### src/rtl/vga_fb_arbiter.sv
// vga_fb_arbiter: shares one single-port framebuffer RAM between the display
// scan-out (strict priority, fixed three-cycle latency to oRGB) and a writer
// that holds iWrReq/iWrAddr/iWrData until oWrAck.
// Optional build macro VGA_FB_BLANK_WR_EN: writes are granted only while
// iVideoOn=0, so frame updates land in blanking and never tear.
module vga_fb_arbiter #(
    parameter int ADDR_W = 15,
    parameter int DATA_W = 8,
    parameter int FB_W   = 160,
    parameter int FB_H   = 120
) (
    input  logic              iClk,
    input  logic              iRst,
    input  logic              iPixelTick,
    input  logic              iVideoOn,
    input  logic [15:0]       iPixelX,
    input  logic [15:0]       iPixelY,
    input  logic              iWrReq,
    input  logic [ADDR_W-1:0] iWrAddr,
    input  logic [DATA_W-1:0] iWrData,
    output logic              oWrAck,
    output logic              oMemEn,
    output logic              oMemWe,
    output logic [ADDR_W-1:0] oMemAddr,
    output logic [DATA_W-1:0] oMemWData,
    input  logic [DATA_W-1:0] iMemRData,
    output logic [DATA_W-1:0] oRGB,
    output logic              oAddrErr
);

    typedef enum logic [1:0] {
        ST_IDLE = 2'd0,
        ST_RD   = 2'd1,
        ST_WR   = 2'd2
    } stateT;

    stateT             state;
    stateT             stateNext;
    logic              slot;
    logic              wrAllowed;
    logic              grantRd;
    logic              grantWr;
    logic              wrBad;
    logic              wrBad_p0;
    logic [ADDR_W-1:0] rdAddr;
    logic              vidOn_p0;
    logic              vidOn_p1;
    logic              vidOn_p2;
    logic              rdVld_p1;
    logic [DATA_W-1:0] rgbHold;

    // The framebuffer is quarter resolution: each RAM cell covers a 4x4 block.
    assign rdAddr = ADDR_W'(iPixelY >> 2) * ADDR_W'(FB_W) + ADDR_W'(iPixelX >> 2);
    assign wrBad  = 32'(iWrAddr) >= 32'(FB_W * FB_H);
    assign slot   = iPixelTick & iVideoOn;

`ifdef VGA_FB_BLANK_WR_EN
    assign wrAllowed = ~iVideoOn;
`else
    assign wrAllowed = 1'b1;
`endif

    // Display always wins; the ack term stops one held request being written twice.
    assign grantRd = slot;
    assign grantWr = iWrReq & ~slot & ~oWrAck & wrAllowed;

    // State register.
    always_ff @(posedge iClk) begin
        if (iRst) state <= ST_IDLE;
        else      state <= stateNext;
    end

    // Next-state decode from this cycle's grants.
    always_comb begin
        stateNext = ST_IDLE;
        if (grantRd)      stateNext = ST_RD;
        else if (grantWr) stateNext = ST_WR;
    end

    // RAM strobes and ack decoded from the state flop; an out-of-range write is acked but kept off the RAM.
    always_comb begin
        oMemEn = 1'b0;
        oMemWe = 1'b0;
        oWrAck = 1'b0;
        case (state)
            ST_RD: oMemEn = 1'b1;
            ST_WR: begin
                oMemEn = ~wrBad_p0;
                oMemWe = ~wrBad_p0;
                oWrAck = 1'b1;
            end
            default: ;
        endcase
    end

    // Grant stage -> RAM port stage: capture address/data of the granted access.
    always_ff @(posedge iClk) begin
        if (iRst) begin
            oMemAddr  <= '0;
            oMemWData <= '0;
            wrBad_p0  <= 1'b0;
        end else if (grantRd) begin
            oMemAddr  <= rdAddr;
        end else if (grantWr) begin
            oMemAddr  <= iWrAddr;
            oMemWData <= iWrData;
            wrBad_p0  <= wrBad;
        end
    end

    // Sticky error flag, set by any granted out-of-range write.
    always_ff @(posedge iClk) begin
        if (iRst)                  oAddrErr <= 1'b0;
        else if (grantWr && wrBad) oAddrErr <= 1'b1;
    end

    // Video-on delay line, matched to the three-cycle read path.
    always_ff @(posedge iClk) begin
        if (iRst) begin
            vidOn_p0 <= 1'b0;
            vidOn_p1 <= 1'b0;
            vidOn_p2 <= 1'b0;
        end else begin
            vidOn_p0 <= iVideoOn;
            vidOn_p1 <= vidOn_p0;
            vidOn_p2 <= vidOn_p1;
        end
    end

    // RAM port stage -> read-data stage -> pixel hold register.
    always_ff @(posedge iClk) begin
        if (iRst) begin
            rdVld_p1 <= 1'b0;
            rgbHold  <= '0;
        end else begin
            rdVld_p1 <= (state == ST_RD);
            if (rdVld_p1) rgbHold <= iMemRData;
        end
    end

    assign oRGB = vidOn_p2 ? rgbHold : '0;

endmodule

### config.mk
export PLATFORM = sky130hd
export DESIGN_NAME = vga_fb_arbiter
export DESIGN_NICKNAME = d
export VERILOG_FILES = /design/src/rtl/vga_fb_arbiter.sv
export SDC_FILE = /design/constraint.sdc
export NUM_CORES = 1
export LEC_CHECK = 0
export CAP_MARGIN = 40
export CORE_MARGIN = 2
export CORE_UTILIZATION = 42
export DETAILED_ROUTE_END_ITERATION = 12
export GPL_TIMING_DRIVEN = 0
export PLACE_DENSITY = 0.86
export SLEW_MARGIN = 20
export SYNTH_ARGS = -nofsm -noshare
export SYNTH_HDL_FRONTEND = slang
export SYNTH_SLANG_ARGS = --single-unit
### constraint.sdc
create_clock -name iClk -period 4.4 [get_ports iClk]
set_clock_uncertainty 0.15 [all_clocks]
set_input_delay 0.88 -clock iClk [delete_from_list [all_inputs] [get_ports iClk]]
set_output_delay 0.88 -clock iClk [all_outputs]
set_load 0.02 [all_outputs]
==> results.sh <==
export IMPL_outcome="complete, no violations"
export IMPL_cts_tree="built"
export IMPL_clock_sinks=39
export IMPL_ys_seq_area_frac=0.342
export IMPL_timing_rr_end="oMemWData[2]$_SDFFE_PP0P_"
export IMPL_grt_max_degree=13
export IMPL_dp_cells=413
export IMPL_wl_per_cell_um=13.5
export IMPL_area_growth_pct=49.8
export IMPL_ys_async_sr_fraction=0
export IMPL_power_frac_comb=0.334
export IMPL_fin_util=0.661
export IMPL_critPathLaunch="iPixelY[4]"
export IMPL_fmax_ghz=0.259
export IMPL_synth_ff_type="dfxtp_1"
export IMPL_cts_path_max_buffers=2
export IMPL_crit_chain="clkdlybuf4s50_1 > ha_1 > ha_1 > a21o_1 > a21oi_1 > o21bai_1 > a21oi_1 > xnor2_1 > ha_1 > nand2_1 > o21ai_0 > a21oi_1 > and3_1 > a2111oi_2"
export IMPL_power_internal_uw=741
export IMPL_crit_required_ns=4.43
export IMPL_synth_top_area_frac=0.342
export IMPL_final_common_cell="clkdlybuf4s50_1"
export IMPL_grt_usage=0.194
export IMPL_drive_gt1_frac=0.0513
export IMPL_numCtsBuffers=5
export IMPL_drt_iter0_drc=49
export IMPL_antenna_found_initial=0
export IMPL_finalCritPeriodShare=0.879
export IMPL_reg2reg_from="state[0]$_SDFF_PP0_"
export IMPL_hold_worst_slack_ns=0.288
export IMPL_core_area_um2=5170
export IMPL_rsz0062_at_grt="no"
export IMPL_irDropWorstVdd_uv=167
export IMPL_syn_avg_cell_area_um2=9.13
export IMPL_path_max_fanout=4
export IMPL_setup_tns_final_ns=0
export IMPL_n_fill_cell=423
export IMPL_start_kind="input pin"
export IMPL_p_sw_uw=306
export IMPL_syn_inst=250
export IMPL_grt_pass1_wl_um=9440
export IMPL_io_pin_count=103
export IMPL_ant_nets=0
export IMPL_setup_viol=0
export IMPL_gp_congestion=0.776
export IMPL_synth_seq_cells=39
export IMPL_hold_buffers=0
export IMPL_ys_warnings_count=0
export IMPL_final_nets=444
export IMPL_postLayoutCellArea_um2=3420
export IMPL_synth_edf_count=0
export IMPL_vias=2099
export IMPL_final_cells=421
export IMPL_endpoint="oMemAddr[14]$_SDFFE_PP0P_"
export IMPL_chipHeight_um=77.7
export IMPL_placed_cell_area_um2=3300
export IMPL_whs_path_depth=1
export IMPL_synth_fp_nets=344
export IMPL_min_from="vidOn_p1$_SDFF_PP0_"
export IMPL_yosysTopAreaCell="dfxtp_1"
export IMPL_layout_common_cells="clkdlybuf4s50_1 (93), dfxtp_1 (39), nor2_1 (26)"
export IMPL_period_minus_slack_ns=3.87
export IMPL_diodes=0
export IMPL_dr_pass1_iters=4
export IMPL_drt_wl_total_um=5690
export IMPL_worst_pin_slew_ns=0.551
export IMPL_r2r_cells=8
export IMPL_syn_cell_area_um2=2280
export IMPL_post_cts_setup_buffers=0
export IMPL_relSlewSlack=0.633
export IMPL_drv_cap=0
export IMPL_worstPathArrival_ns=3.90
export IMPL_fp_dieArea_um2=6040
export IMPL_hold_viol=0
export IMPL_clock_latency_ns=0.29
export IMPL_clk_pin_slew_worst_paths_ns=0.08
export IMPL_min_path_type="flop to flop"
export IMPL_grt_pass1_vias=2070
export IMPL_drc=0
export IMPL_via_per_inst=4.99
export IMPL_seqPwrFrac=0.370
export IMPL_path_class="input pin to flop"
export IMPL_p_per_area_nw_per_um2=306
export IMPL_grt_overflow_total=0
export IMPL_slew_viol_final=0
export IMPL_cellLeakagePower_nw=1.37
export IMPL_timing_critical_path_slowest_cell_delay_ns=0.43
export IMPL_clkPwrFrac=0.296
export IMPL_synth_cell_types=37
export IMPL_cp_slowest_cell="clkdlybuf4s50_1"
export IMPL_dieWidth_um=77.7
export IMPL_r2r_slack_ns=2.39
export IMPL_endpoint_kind="flop"
export IMPL_hpwl_um=4570
export IMPL_num_rows=26
export IMPL_cts_max_level=2
export IMPL_switching_share=0.292
export IMPL_synthTopCellsByArea="dfxtp_1 (34%), ha_1 (13%), mux2i_1 (9.6%)"
export IMPL_ctsRootBufferMaster="clkbuf_8"
export IMPL_cts_repair_resized=0
export IMPL_io_buffers=93
export IMPL_start_util=0.441
per-stage QoR:
step / total power [mW] / worst slack, ns
4_1_cts: 1.05 / 0.527
2_1_floorplan: 0.609 / 0.896
3_3_place_gp: 0.735 / 0.239
3_5_place_dp: 0.745 / 0.243
5_1_grt: 1.10 / 0.280
6_report: 1.05 / 0.533
critical path, delay by kind of cell:
family                   cells  cell delay, ns
AO/OA/AOI/OAI                7            1.25
XOR/XNOR                     1            0.08
adder cells (fa/ha/maj)      3            0.98
buffers and inverters        1            0.43
AND/OR/NAND/NOR              2            0.29
area by class of cell:
type	count	area (um2)	area share
plain buffers	11	63.8	0.0187
multi-input cells	191	1400	0.411
clock inverters	2	35.0	0.0102
well taps	70	87.6	0.0256
repair buffers	93	931	0.272
clock buffers	6	82.6	0.0242
flip-flops and latches	39	781	0.228
inverters	9	33.8	0.00988
power by group through the flow:
stage | clock [mW] | combinational, mW | sequential (mW)
6_report | 0.310 | 0.350 | 0.388
5_1_grt | 0.331 | 0.383 | 0.391
4_1_cts | 0.313 | 0.352 | 0.388
3_5_place_dp | 0 | 0.350 | 0.396
3_3_place_gp | 0 | 0.341 | 0.394
2_1_floorplan | 0 | 0.191 | 0.418
flip-flops by register name, indices dropped and copies added (netlist names):
register,cells
vidOn_p0,1
oAddrErr,1
vidOn_p1,1
wrBad_p0,1
vidOn_p2,1
oMemAddr,15
rdVld_p1,1
state,2
rgbHold,8
oMemWData,8
kinds of logic after synthesis:
logic type / after synthesis / synth area share
AND/OR/NAND/NOR: 79 / 0.163
buffers and inverters: 20 / 0.0428
adder cells (fa/ha/maj): 26 / 0.149
flip-flops: 39 / 0.342
XOR/XNOR: 10 / 0.0466
AO/OA/AOI/OAI: 54 / 0.160
multiplexers: 22 / 0.0965
cell usage after synthesis, types with 2 or more instances:
| master | count |
|---|---|
| nor2b_1 | 13 |
| mux2i_1 | 22 |
| a2111oi_2 | 2 |
| xnor2_1 | 5 |
| and2_1 | 10 |
| a21o_1 | 2 |
| o21ai_0 | 3 |
| clkbuf_1 | 7 |
| ha_1 | 24 |
| nor2_1 | 26 |
| inv_1 | 9 |
| o21bai_1 | 2 |
| xor2_1 | 4 |
| nor3b_1 | 2 |
| dfxtp_1 | 39 |
| fa_1 | 2 |
| nand2_1 | 23 |
| a21oi_1 | 22 |
| a211oi_1 | 15 |
layer usage:
| layer | wire (um) | vias to the layer above | global-route usage |
|---|---|---|---|
| li1 | - | 1069 | - |
| met1 | 2300 | 953 | 0.211 |
| met3 | 288 | 9 | 0.0349 |
| met4 | 81 | 0 | 0.0554 |
| met2 | 3020 | 68 | 0.378 |
| met5 | 0 | - | 0 |
how the worst min path moves through the flow:
stage,to,slack [ns]
floorplan,vidOn_p1$_SDFF_PP0_,0.26
global placement,vidOn_p2$_SDFF_PP0_,0.27
detailed placement,vidOn_p2$_SDFF_PP0_,0.27
CTS,vidOn_p2$_SDFF_PP0_,0.29
global route,vidOn_p1$_SDFF_PP0_,0.32
finish,vidOn_p2$_SDFF_PP0_,0.29
(Power assumes the default switching activity.)
